**config.mk**
```make
export PLATFORM = sky130hd
export DESIGN_NAME = alu_op_seq_flat
export DESIGN_NICKNAME = d
export VERILOG_FILES = /design/src/rtl/alu_op_seq_if.sv /design/src/rtl/alu_op_seq.sv /design/src/flat_wrapper.sv
export SDC_FILE = /design/constraint.sdc
export NUM_CORES = 1
export LEC_CHECK = 0
export CELL_PAD_IN_SITES_DETAIL_PLACEMENT = 0
export CELL_PAD_IN_SITES_GLOBAL_PLACEMENT = 1
export CORE_AREA = 3 3 66 68
export CTS_BUF_LIST = sky130_fd_sc_hd__clkbuf_4 sky130_fd_sc_hd__clkbuf_8 sky130_fd_sc_hd__clkbuf_16
export DETAILED_ROUTE_END_ITERATION = 16
export DIE_AREA = 0 0 69 71
export PLACE_DENSITY_LB_ADDON = 0.1
export SYNTH_ARGS = -nofsm -noshare
export SYNTH_HDL_FRONTEND = slang
export SYNTH_SLANG_ARGS = --single-unit
```
**constraint.sdc**
```tcl
create_clock -name clk -period 2.4 [get_ports clk]
set_input_delay 0.36 -clock clk [delete_from_list [all_inputs] [get_ports clk]]
set_output_delay 0.36 -clock clk [all_outputs]
set_load 0.01 [all_outputs]
```
**src/rtl/alu_op_seq_if.sv**
```systemverilog
// Decoder-to-sequencer operation handshake for the ALU operand path.
// The decoder drives the master side and the sequencer owns op_ready on the slave side.
interface alu_op_seq_if #(
    parameter int DW = 8
);
    logic          op_valid;
    logic          op_ready;
    logic [3:0]    op_code;
    logic [1:0]    op_src;
    logic [1:0]    op_dst;
    logic [DW-1:0] op_operand;
    logic          d_flag;

    modport master (
        output op_valid,
        output op_code,
        output op_src,
        output op_dst,
        output op_operand,
        output d_flag,
        input  op_ready
    );

    modport slave (
        input  op_valid,
        input  op_code,
        input  op_src,
        input  op_dst,
        input  op_operand,
        input  d_flag,
        output op_ready
    );
endinterface

```
**src/rtl/alu_op_seq.sv**
```systemverilog
// Micro-sequencer issuing AI/BI load, execute and writeback strobes for one ALU operation.
// Optional decimal-adjust step is built only when ALU_SEQ_BCD_EN is defined.
module alu_op_seq #(
    parameter int DW = 8
) (
    input  logic          clk,
    input  logic          reset,
    alu_op_seq_if.slave   op,
    output logic          AI_load,
    output logic [1:0]    AI_sel,
    output logic          BI_load,
    output logic [1:0]    BI_sel,
    output logic [DW-1:0] BI_data,
    output logic          alu_en,
    output logic [3:0]    alu_op,
    output logic [2:0]    dest_load,
    output logic          flags_load,
    output logic          done,
    output logic          err,
    output logic          busy
);

    localparam logic [3:0] OP_ADC  = 4'd0;
    localparam logic [3:0] OP_SBC  = 4'd1;
    localparam logic [3:0] OP_ORA  = 4'd3;
    localparam logic [3:0] OP_CMP  = 4'd5;
    localparam logic [3:0] OP_INC  = 4'd6;
    localparam logic [3:0] OP_DEC  = 4'd7;
    localparam logic [3:0] OP_XFER = 4'd8;
    localparam logic [3:0] OP_DADJ = 4'hA;

`ifdef ALU_SEQ_BCD_EN
    typedef enum logic [2:0] {IDLE, LD_AI, LD_BI, EXEC, DADJ, WB} state_t;
`else
    typedef enum logic [2:0] {IDLE, LD_AI, LD_BI, EXEC, WB} state_t;
`endif

    state_t state;
    state_t next_state;

    logic [3:0] code_q;
    logic [1:0] src_q;
    logic [1:0] dst_q;
    logic       reject_q;
`ifdef ALU_SEQ_BCD_EN
    logic       dflag_q;
`else
    logic       unused_d_flag;
    assign unused_d_flag = op.d_flag;
`endif

    logic       accept;
    logic       illegal;
    logic       ai_load_n;
    logic [1:0] ai_sel_n;
    logic       bi_load_n;
    logic [1:0] bi_sel_n;
    logic       alu_en_n;
    logic [3:0] alu_op_n;
    logic [2:0] dest_load_n;
    logic       flags_load_n;
    logic       done_n;

    // INC/DEC/XFER reuse the adder and OR paths with a constant B operand.
    function automatic logic [3:0] map_op(input logic [3:0] code);
        case (code)
            OP_INC:  map_op = OP_ADC;
            OP_DEC:  map_op = OP_SBC;
            OP_XFER: map_op = OP_ORA;
            default: map_op = code;
        endcase
    endfunction

    function automatic logic [2:0] dest_onehot(input logic [1:0] dst, input logic [3:0] code);
        dest_onehot = 3'b000;
        if (code != OP_CMP) begin
            case (dst)
                2'd0:    dest_onehot = 3'b001;
                2'd1:    dest_onehot = 3'b010;
                2'd2:    dest_onehot = 3'b100;
                default: dest_onehot = 3'b000;
            endcase
        end
    endfunction

    assign accept  = op.op_valid && op.op_ready;
    assign illegal = (op.op_code > OP_XFER) || (op.op_src == 2'd3);

    // Strobes decoded here are registered below, so each appears the cycle after its state.
    always_comb begin
        next_state   = state;
        ai_load_n    = 1'b0;
        ai_sel_n     = 2'd0;
        bi_load_n    = 1'b0;
        bi_sel_n     = 2'd0;
        alu_en_n     = 1'b0;
        alu_op_n     = 4'd0;
        dest_load_n  = 3'b000;
        flags_load_n = 1'b0;
        done_n       = 1'b0;
        case (state)
            IDLE: begin
                if (accept && !illegal) begin
                    next_state = LD_AI;
                end
            end
            LD_AI: begin
                ai_load_n  = 1'b1;
                ai_sel_n   = src_q;
                next_state = LD_BI;
            end
            LD_BI: begin
                bi_load_n = 1'b1;
                if (code_q == OP_INC || code_q == OP_DEC) begin
                    bi_sel_n = 2'd1;
                end else if (code_q == OP_XFER) begin
                    bi_sel_n = 2'd2;
                end
                next_state = EXEC;
            end
            EXEC: begin
                alu_en_n = 1'b1;
                alu_op_n = map_op(code_q);
`ifdef ALU_SEQ_BCD_EN
                if (dflag_q && (code_q == OP_ADC || code_q == OP_SBC)) begin
                    next_state = DADJ;
                end else begin
                    next_state = WB;
                end
`else
                next_state = WB;
`endif
            end
`ifdef ALU_SEQ_BCD_EN
            DADJ: begin
                alu_en_n   = 1'b1;
                alu_op_n   = OP_DADJ;
                next_state = WB;
            end
`endif
            WB: begin
                dest_load_n  = dest_onehot(dst_q, code_q);
                flags_load_n = 1'b1;
                done_n       = 1'b1;
                next_state   = IDLE;
            end
            default: begin
                next_state = IDLE;
            end
        endcase
    end

    // Illegal accepts leave the state in IDLE; reject_q delays err to line up with where AI_load would be.
    always_ff @(posedge clk) begin
        if (reset) begin
            state       <= IDLE;
            op.op_ready <= 1'b1;
            busy        <= 1'b0;
            AI_load     <= 1'b0;
            AI_sel      <= 2'd0;
            BI_load     <= 1'b0;
            BI_sel      <= 2'd0;
            BI_data     <= '0;
            alu_en      <= 1'b0;
            alu_op      <= 4'd0;
            dest_load   <= 3'b000;
            flags_load  <= 1'b0;
            done        <= 1'b0;
            err         <= 1'b0;
            reject_q    <= 1'b0;
            code_q      <= 4'd0;
            src_q       <= 2'd0;
            dst_q       <= 2'd0;
`ifdef ALU_SEQ_BCD_EN
            dflag_q     <= 1'b0;
`endif
        end else begin
            state       <= next_state;
            op.op_ready <= (next_state == IDLE);
            busy        <= (next_state != IDLE);
            AI_load     <= ai_load_n;
            AI_sel      <= ai_sel_n;
            BI_load     <= bi_load_n;
            BI_sel      <= bi_sel_n;
            alu_en      <= alu_en_n;
            alu_op      <= alu_op_n;
            dest_load   <= dest_load_n;
            flags_load  <= flags_load_n;
            done        <= done_n;
            err         <= reject_q;
            reject_q    <= accept && illegal;
            if (accept) begin
                code_q  <= op.op_code;
                src_q   <= op.op_src;
                dst_q   <= op.op_dst;
                BI_data <= op.op_operand;
`ifdef ALU_SEQ_BCD_EN
                dflag_q <= op.d_flag;
`endif
            end
        end
    end

endmodule

```
**src/flat_wrapper.sv**
```systemverilog
// flat-port wrapper written by rule: the top's interface ports become plain ports
module alu_op_seq_flat 
#(
    parameter int DW = 8
)
  (clk, reset, AI_load, AI_sel, BI_load, BI_sel, BI_data, alu_en, alu_op, dest_load, flags_load, done, err, busy, op_op_valid, op_op_code, op_op_src, op_op_dst, op_op_operand, op_d_flag, op_op_ready);
  alu_op_seq_if #(.DW(DW)) op_i ();
  input  logic clk;
  input  logic reset;
  output logic AI_load;
  output logic [1:0] AI_sel;
  output logic BI_load;
  output logic [1:0] BI_sel;
  output logic [DW-1:0] BI_data;
  output logic alu_en;
  output logic [3:0] alu_op;
  output logic [2:0] dest_load;
  output logic flags_load;
  output logic done;
  output logic err;
  output logic busy;
  input wire logic [$bits(op_i.op_valid)-1:0] op_op_valid;
  input wire logic [$bits(op_i.op_code)-1:0] op_op_code;
  input wire logic [$bits(op_i.op_src)-1:0] op_op_src;
  input wire logic [$bits(op_i.op_dst)-1:0] op_op_dst;
  input wire logic [$bits(op_i.op_operand)-1:0] op_op_operand;
  input wire logic [$bits(op_i.d_flag)-1:0] op_d_flag;
  output wire logic [$bits(op_i.op_ready)-1:0] op_op_ready;
  assign op_i.op_valid = op_op_valid;
  assign op_i.op_code = op_op_code;
  assign op_i.op_src = op_op_src;
  assign op_i.op_dst = op_op_dst;
  assign op_i.op_operand = op_op_operand;
  assign op_i.d_flag = op_d_flag;
  assign op_op_ready = op_i.op_ready;
  alu_op_seq #(.DW(DW)) u_core (.clk(clk), .reset(reset), .op(op_i), .AI_load(AI_load), .AI_sel(AI_sel), .BI_load(BI_load), .BI_sel(BI_sel), .BI_data(BI_data), .alu_en(alu_en), .alu_op(alu_op), .dest_load(dest_load), .flags_load(flags_load), .done(done), .err(err), .busy(busy));
endmodule
```
==> results.ini, run 1 <==
[synth]
syn_area_um2 = 1270
synth.avg_cell_area_um2 = 9.51
syn-num-nets = 154
yosys_warnings = 0
ys_types = 24
yosysSeqAreaShare = 0.597
ys_seq_elements = 38
yosys-top-cells-area = dfxtp_1, nand2_1, a21oi_1, o41ai_2, nor3b_2
synth_top_area_cell = dfxtp_1
synthCells = 134
synth.top_cell.area_share = 0.597

[timing]
relSlewSlack = 0.614
tns_ns = 0
max_freq_mhz = 651
period_needed_ns = 1.54
layout_setup_ws_ns = 0.864
timing.final.max_slew_violations = 0
worst_slew_pin_slew_ns = 0.579
hold_viol = 0
setup_violations = 0
rsz0062_at_grt = false
finClkSkew_ns = 0.00359
finalCritPeriodShare = 0.640

[finish]
multi_input_area_um2 = 464
area.growth.synth_to_final_pct = 48.5
nets = 203
n_fill_cell = 384
insertedDiodeCount = 0
regArea_um2 = 761
drive_gt1_frac = 0.0924
final_cells = 234

[setup_path]
required_ns = 2.04
critPathKind = flip-flop to primary output
crit_chain = clkdlybuf4s50_1
critPathLaunchType = flip-flop
slowest_delay_ns = 0.54
cp_max_fo = 3
cp_data_arrival_time_ns = 1.18
slowest_stage = clkdlybuf4s50_1
cp_top_family = buffers and inverters
endpoint_kind = primary output
crit_buf_inv = 1

[power]
ir_drop_mv = 0.404
powerDensity_nw_per_um2 = 711
power_leakage_nw = 0.722

[run_status]
outcome = finished clean

[route]
drtAntennaViolNets = 0
dr_wl_met2_um = 1340
highest_layer = met4
vias_per_cell = 4.58
wl_met1_um = 1250
drt_iter0_markers = 57
drc = 0
dr_wl_met3_um = 151
drtPass1Iterations = 4
wire_per_inst_um = 12.0
vias = 1072
drt-total-wl_um = 2820

[clocking]
post_cts_buffers = 0
cts_resized = 0
cts.sink_count = 38
clockRootBuffer = clkbuf_8
cts_inserted_buffers = 5
cts_tree = done
clk-insertion-delay-late_ns = 0.29
htreeDepth = 2
clock_path_buffers = 2
clk_pin_slew_ns = 0.07
ctsHoldBuffers = 0

[place]
io_buffers = 45
gp_congestion = 0.704
dpl.hpwl_um = 2090
dp_slack_ns = 0.589
dp.cells = 226

[die]
core_area_um2 = 3910
start_util = 0.326
num_rows = 23
die_w_um = 69
pin_count = 47
die_area_um2 = 4900
die_h_um = 71

[grt]
gr-usage-all-layers = 0.130
grt_pass1_vias = 1114
grt_pass1_wl_um = 5020
overflow = 0
grt_start_max_net_pins = 18
antenna_found_initial = 0

[flow_run]
maxCapViolCount = 0

[min_path]
worstHoldPathType = flip-flop to flip-flop

==> per-stage QoR <==
step                      cell area [µm²]   util  hold WS, ns  total power (W)
after floorplan                      1270      -        0.414         0.000773
after global placement               1780  0.456        0.438         0.000857
after detailed placement             1780  0.456        0.445         0.000862
after CTS                            1890  0.484        0.454          0.00137
after global routing                 1890  0.484        0.468          0.00141
final                                1890  0.484        0.452          0.00135
==> routing by layer <==
layer	GRT usage	up-vias
met5	0	-
met1	0.148	495
met2	0.212	29
met3	0.0483	6
li1	-	542
met4	0.0716	0
==> layout make-up <==
| cell class | instances | area share |
|---|---|---|
| sequential | 38 | 0.402 |
| clock buffer | 8 | 0.0582 |
| tap | 50 | 0.0330 |
| timing repair buffer | 48 | 0.250 |
| inverter | 6 | 0.0119 |
| multi-input combinational | 84 | 0.245 |
==> Yosys cell counts, drive strengths merged <==
cell	count
buf	2
nor2b	1
a21oi	19
a211o	2
and2	3
nor3b	2
a21boi	1
nor4b	2
inv	6
nor4	1
dfxtp	38
clkbuf	4
nand3	1
o41ai	2
nor3	3
nand2b	1
nand2	35
o311a	1
o31a	1
nor2	6
o21ai	2
nand3b	1
==> registers in the layout, summed over array words and instances (netlist names), 2 cells and up <==
name / flops
u_core.src_q: 2
u_core.AI_sel: 2
u_core.dest_load: 3
u_core.dst_q: 2
u_core.BI_data: 8
u_core.alu_op: 4
u_core.BI_sel: 2
u_core.state: 3
u_core.code_q: 4
==> tightest hold or removal path, cell delays in order, from the launching register on <==
cell and delay, ns:
dfxtp_1 0.31, nand2_1 0.05, a21oi_1 0.05
==> report_power, final <==
| part | internal, W | switching [W] |
|---|---|---|
| clock | 0.000290 | 0.000211 |
| combinational | 0.0000851 | 0.0000723 |
| sequential | 0.000662 | 0.0000261 |
==> path summary, 6_finish.rpt <==
path / start / to / slack, ns / cells past startpoint
setup / recovery: u_core.op.op_ready / op_op_ready / 0.86 / 1
hold reg to reg: u_core.src_q[1] / u_core.src_q[1] / 0.45 / 2
setup reg to reg: u_core.code_q[0] / u_core.dest_load[2] / 1.18 / 3
hold / removal: u_core.src_q[1] / u_core.src_q[1] / 0.45 / 2
==> kinds of logic after synthesis <==
kind of cell	after synthesis	share of synthesized area
flops	38	0.597
simple gates	56	0.222
compound gates	28	0.142
buf+inv	12	0.0392
==> cell usage in the layout, fill, tap and decap left out <==
cell type and n:
clkbuf_8 8, o41ai_2 2, nor4b_4 1, nand3_1 1, a21boi_0 1, nor3_1 3
a21oi_1 19, o311a_1 1, nor2b_1 1, dfxtp_1 38, nand2_1 35, a211o_1 2
nand2b_1 1, nor4_1 1, buf_4 3, nand3b_1 1, nor2_1 6, clkdlybuf4s50_1 45
inv_1 6, and2_1 3, nor4b_2 1, o31a_1 1, o21ai_0 2, nor3b_2 2
Note: power is estimated with default switching activity, not from simulation.
==> inputs of run 2 (changes only) <==
--- a/config.mk
+++ b/config.mk
@@ -7,10 +7,10 @@
 export LEC_CHECK = 0
 export CELL_PAD_IN_SITES_DETAIL_PLACEMENT = 0
 export CELL_PAD_IN_SITES_GLOBAL_PLACEMENT = 1
-export CORE_AREA = 3 3 66 68
+export CORE_AREA = 3 3 69 71
 export CTS_BUF_LIST = sky130_fd_sc_hd__clkbuf_4 sky130_fd_sc_hd__clkbuf_8 sky130_fd_sc_hd__clkbuf_16
 export DETAILED_ROUTE_END_ITERATION = 16
-export DIE_AREA = 0 0 69 71
+export DIE_AREA = 0 0 72 74
 export PLACE_DENSITY_LB_ADDON = 0.1
 export SYNTH_ARGS = -nofsm -noshare
 export SYNTH_HDL_FRONTEND = slang
==> constraint.sdc (replaced) <==
create_clock -name clk -period 1.5 [get_ports clk]
set_input_delay 0.225 -clock clk [delete_from_list [all_inputs] [get_ports clk]]
set_output_delay 0.225 -clock clk [all_outputs]
set_load 0.01 [all_outputs]
==> results.ini, run 2 (synthesized netlist as in run 1, its figures left out) <==
[clocking]
ctsHoldBuffers = 0  ; unchanged
clk-insertion-delay-late_ns = 0.29  ; about the same
clockRootBuffer = clkbuf_8
clock_path_buffers = 2  ; unchanged
cts_tree = done
post_cts_buffers = 0  ; unchanged
clk_pin_slew_ns = 0.07  ; about the same
cts_inserted_buffers = 5  ; unchanged
htreeDepth = 2  ; unchanged
cts_resized = 0  ; unchanged
cts.sink_count = 38  ; unchanged

[grt]
grt_pass1_wl_um = 4610  ; -8.1%
grtUsageMet3 = 0.0568  ; +0.00846
met1_usage = 0.128  ; -0.0204
grt_start_max_net_pins = 21  ; +3
use_met2 = 0.186  ; -0.0262
gr-usage-all-layers = 0.116  ; -0.0140
overflow = 0  ; unchanged
antenna_found_initial = 0  ; unchanged
grt_pass1_vias = 984  ; -12%
grt_busiest_layer = met2

[finish]
largest_register_ffs = 8  ; unchanged
regArea_um2 = 761  ; unchanged
top_register = u_core.BI_data
drive_gt1_frac = 0.112  ; +0.0193
final_common_cell = clkdlybuf4s50_1
nets = 207  ; +2.0%
insertedDiodeCount = 0  ; unchanged
multi_input_area_um2 = 464  ; unchanged
n_fill_cell = 425  ; +11%
top_regs = u_core.BI_data x8, u_core.alu_op x4, u_core.code_q x4
final_cells = 240  ; +2.6%
area.growth.synth_to_final_pct = 50.8
utilization = 0.448  ; -0.0359
finalInstanceArea_um2 = 1920  ; +1.6%
layout_common_cells = clkdlybuf4s50_1, dfxtp_1, nand2_1

[setup_path]
slowest_delay_ns = 0.55  ; about the same
slowest_stage = clkdlybuf4s50_1
cp_data_arrival_time_ns = 1.19  ; about the same
critPathLaunchType = flip-flop
cp_max_fo = 3  ; unchanged
endpoint_kind = primary output
rr_worst_depth = 3  ; unchanged
path_depth = 1  ; unchanged
cp_top_family = buffers and inverters
critPathKind = flip-flop to primary output
crit_chain = clkdlybuf4s50_1
required_ns = 1.27  ; -0.77 ns
crit_buf_inv = 1  ; unchanged

[timing]
setup_violations = 0  ; unchanged
timing.final.max_slew_violations = 0  ; unchanged
finalCritPeriodShare = 0.942
relSlewSlack = 0.670  ; +0.0557
rsz0062_at_grt = false
finClkSkew_ns = 0.00617  ; +0.00258 ns
worst_slew_pin_slew_ns = 0.490  ; -0.0889 ns
period_needed_ns = 1.41
whs_ns = 0.456  ; +0.00332 ns
max_freq_mhz = 708
hold_viol = 0  ; unchanged

[route]
wire_per_inst_um = 11.9  ; -0.77%
vias_per_cell = 4.49  ; -2.0%
vias = 1077  ; +0.47%
drt-total-wl_um = 2870  ; +1.8%
drtPass1Iterations = 4  ; unchanged
drt_iter0_markers = 80  ; +40%
drtAntennaViolNets = 0  ; unchanged
drc = 0  ; unchanged

[place]
dpl.hpwl_um = 2090  ; about the same
place_area_um2 = 1830  ; +2.5%
gp_congestion = 0.663  ; -5.8%
io_buffers = 45  ; unchanged
dp.cells = 232  ; +2.7%

[flow_run]
maxCapViolCount = 0  ; unchanged

[die]
die_w_um = 72  ; +4.3%
die_h_um = 74  ; +4.2%
start_util = 0.297  ; -0.0289
pin_count = 47  ; unchanged
num_rows = 24  ; +4.3%
core_area_um2 = 4290  ; +9.7%
die_area_um2 = 5330  ; +8.8%

[power]
power_leakage_nw = 0.739  ; +2.4%
powerDensity_nw_per_um2 = 1090  ; +53%
ir_drop_mv = 0.747  ; +85%
total_power_w = 0.00210  ; +56%

[min_path]
worstHoldPathType = flip-flop to flip-flop
hold-path-cell-count = 2  ; unchanged

[run_status]
outcome = finished clean

[run 2: cell type report]
class / count / share of cell area
clock buffers: 7 / 0.0468
clock inverters: 1 / 0.00260
inverters: 6 / 0.0117
multi-input cells: 84 / 0.241
flip-flops and latches: 38 / 0.396
well taps: 52 / 0.0338
repair buffers: 52 / 0.268
[run 2: worst paths after layout]
kind	from	end	slack, ns
max reg2reg	u_core.code_q[0]	u_core.dest_load[2]	0.24
max	u_core.op.op_ready	op_op_ready	0.09
min reg2reg	u_core.BI_data[5]	u_core.BI_data[5]	0.46
min	u_core.BI_data[5]	u_core.BI_data[5]	0.46
[run 2: per-stage QoR]
stage               setup TNS, ns  setup WS, ns
floorplan                       0         0.279
global placement           -0.144        -0.114
detailed placement         -0.225        -0.125
CTS                             0        0.0586
global route                    0        0.0434
finish                          0        0.0877
[run 2: per-layer routing]
metal	part of all wire	up-vias
li1	-	547
met1	0.45	493
met2	0.45	32
met3	0.074	5
met4	0.022	0
met5	0	-
[run 2: report_power, final]
group / switching (W) / internal [W]
Combinational: 0.000118 / 0.000150
Sequential: 0.0000419 / 0.00106
Clock: 0.000340 / 0.000389
Total: 0.000500 / 0.00160
[run 2: worst min-delay path, cell delays in order (launching register included)]
cell and delay, ns:
dfxtp_1 0.31, nand2_1 0.05, a21oi_1 0.05
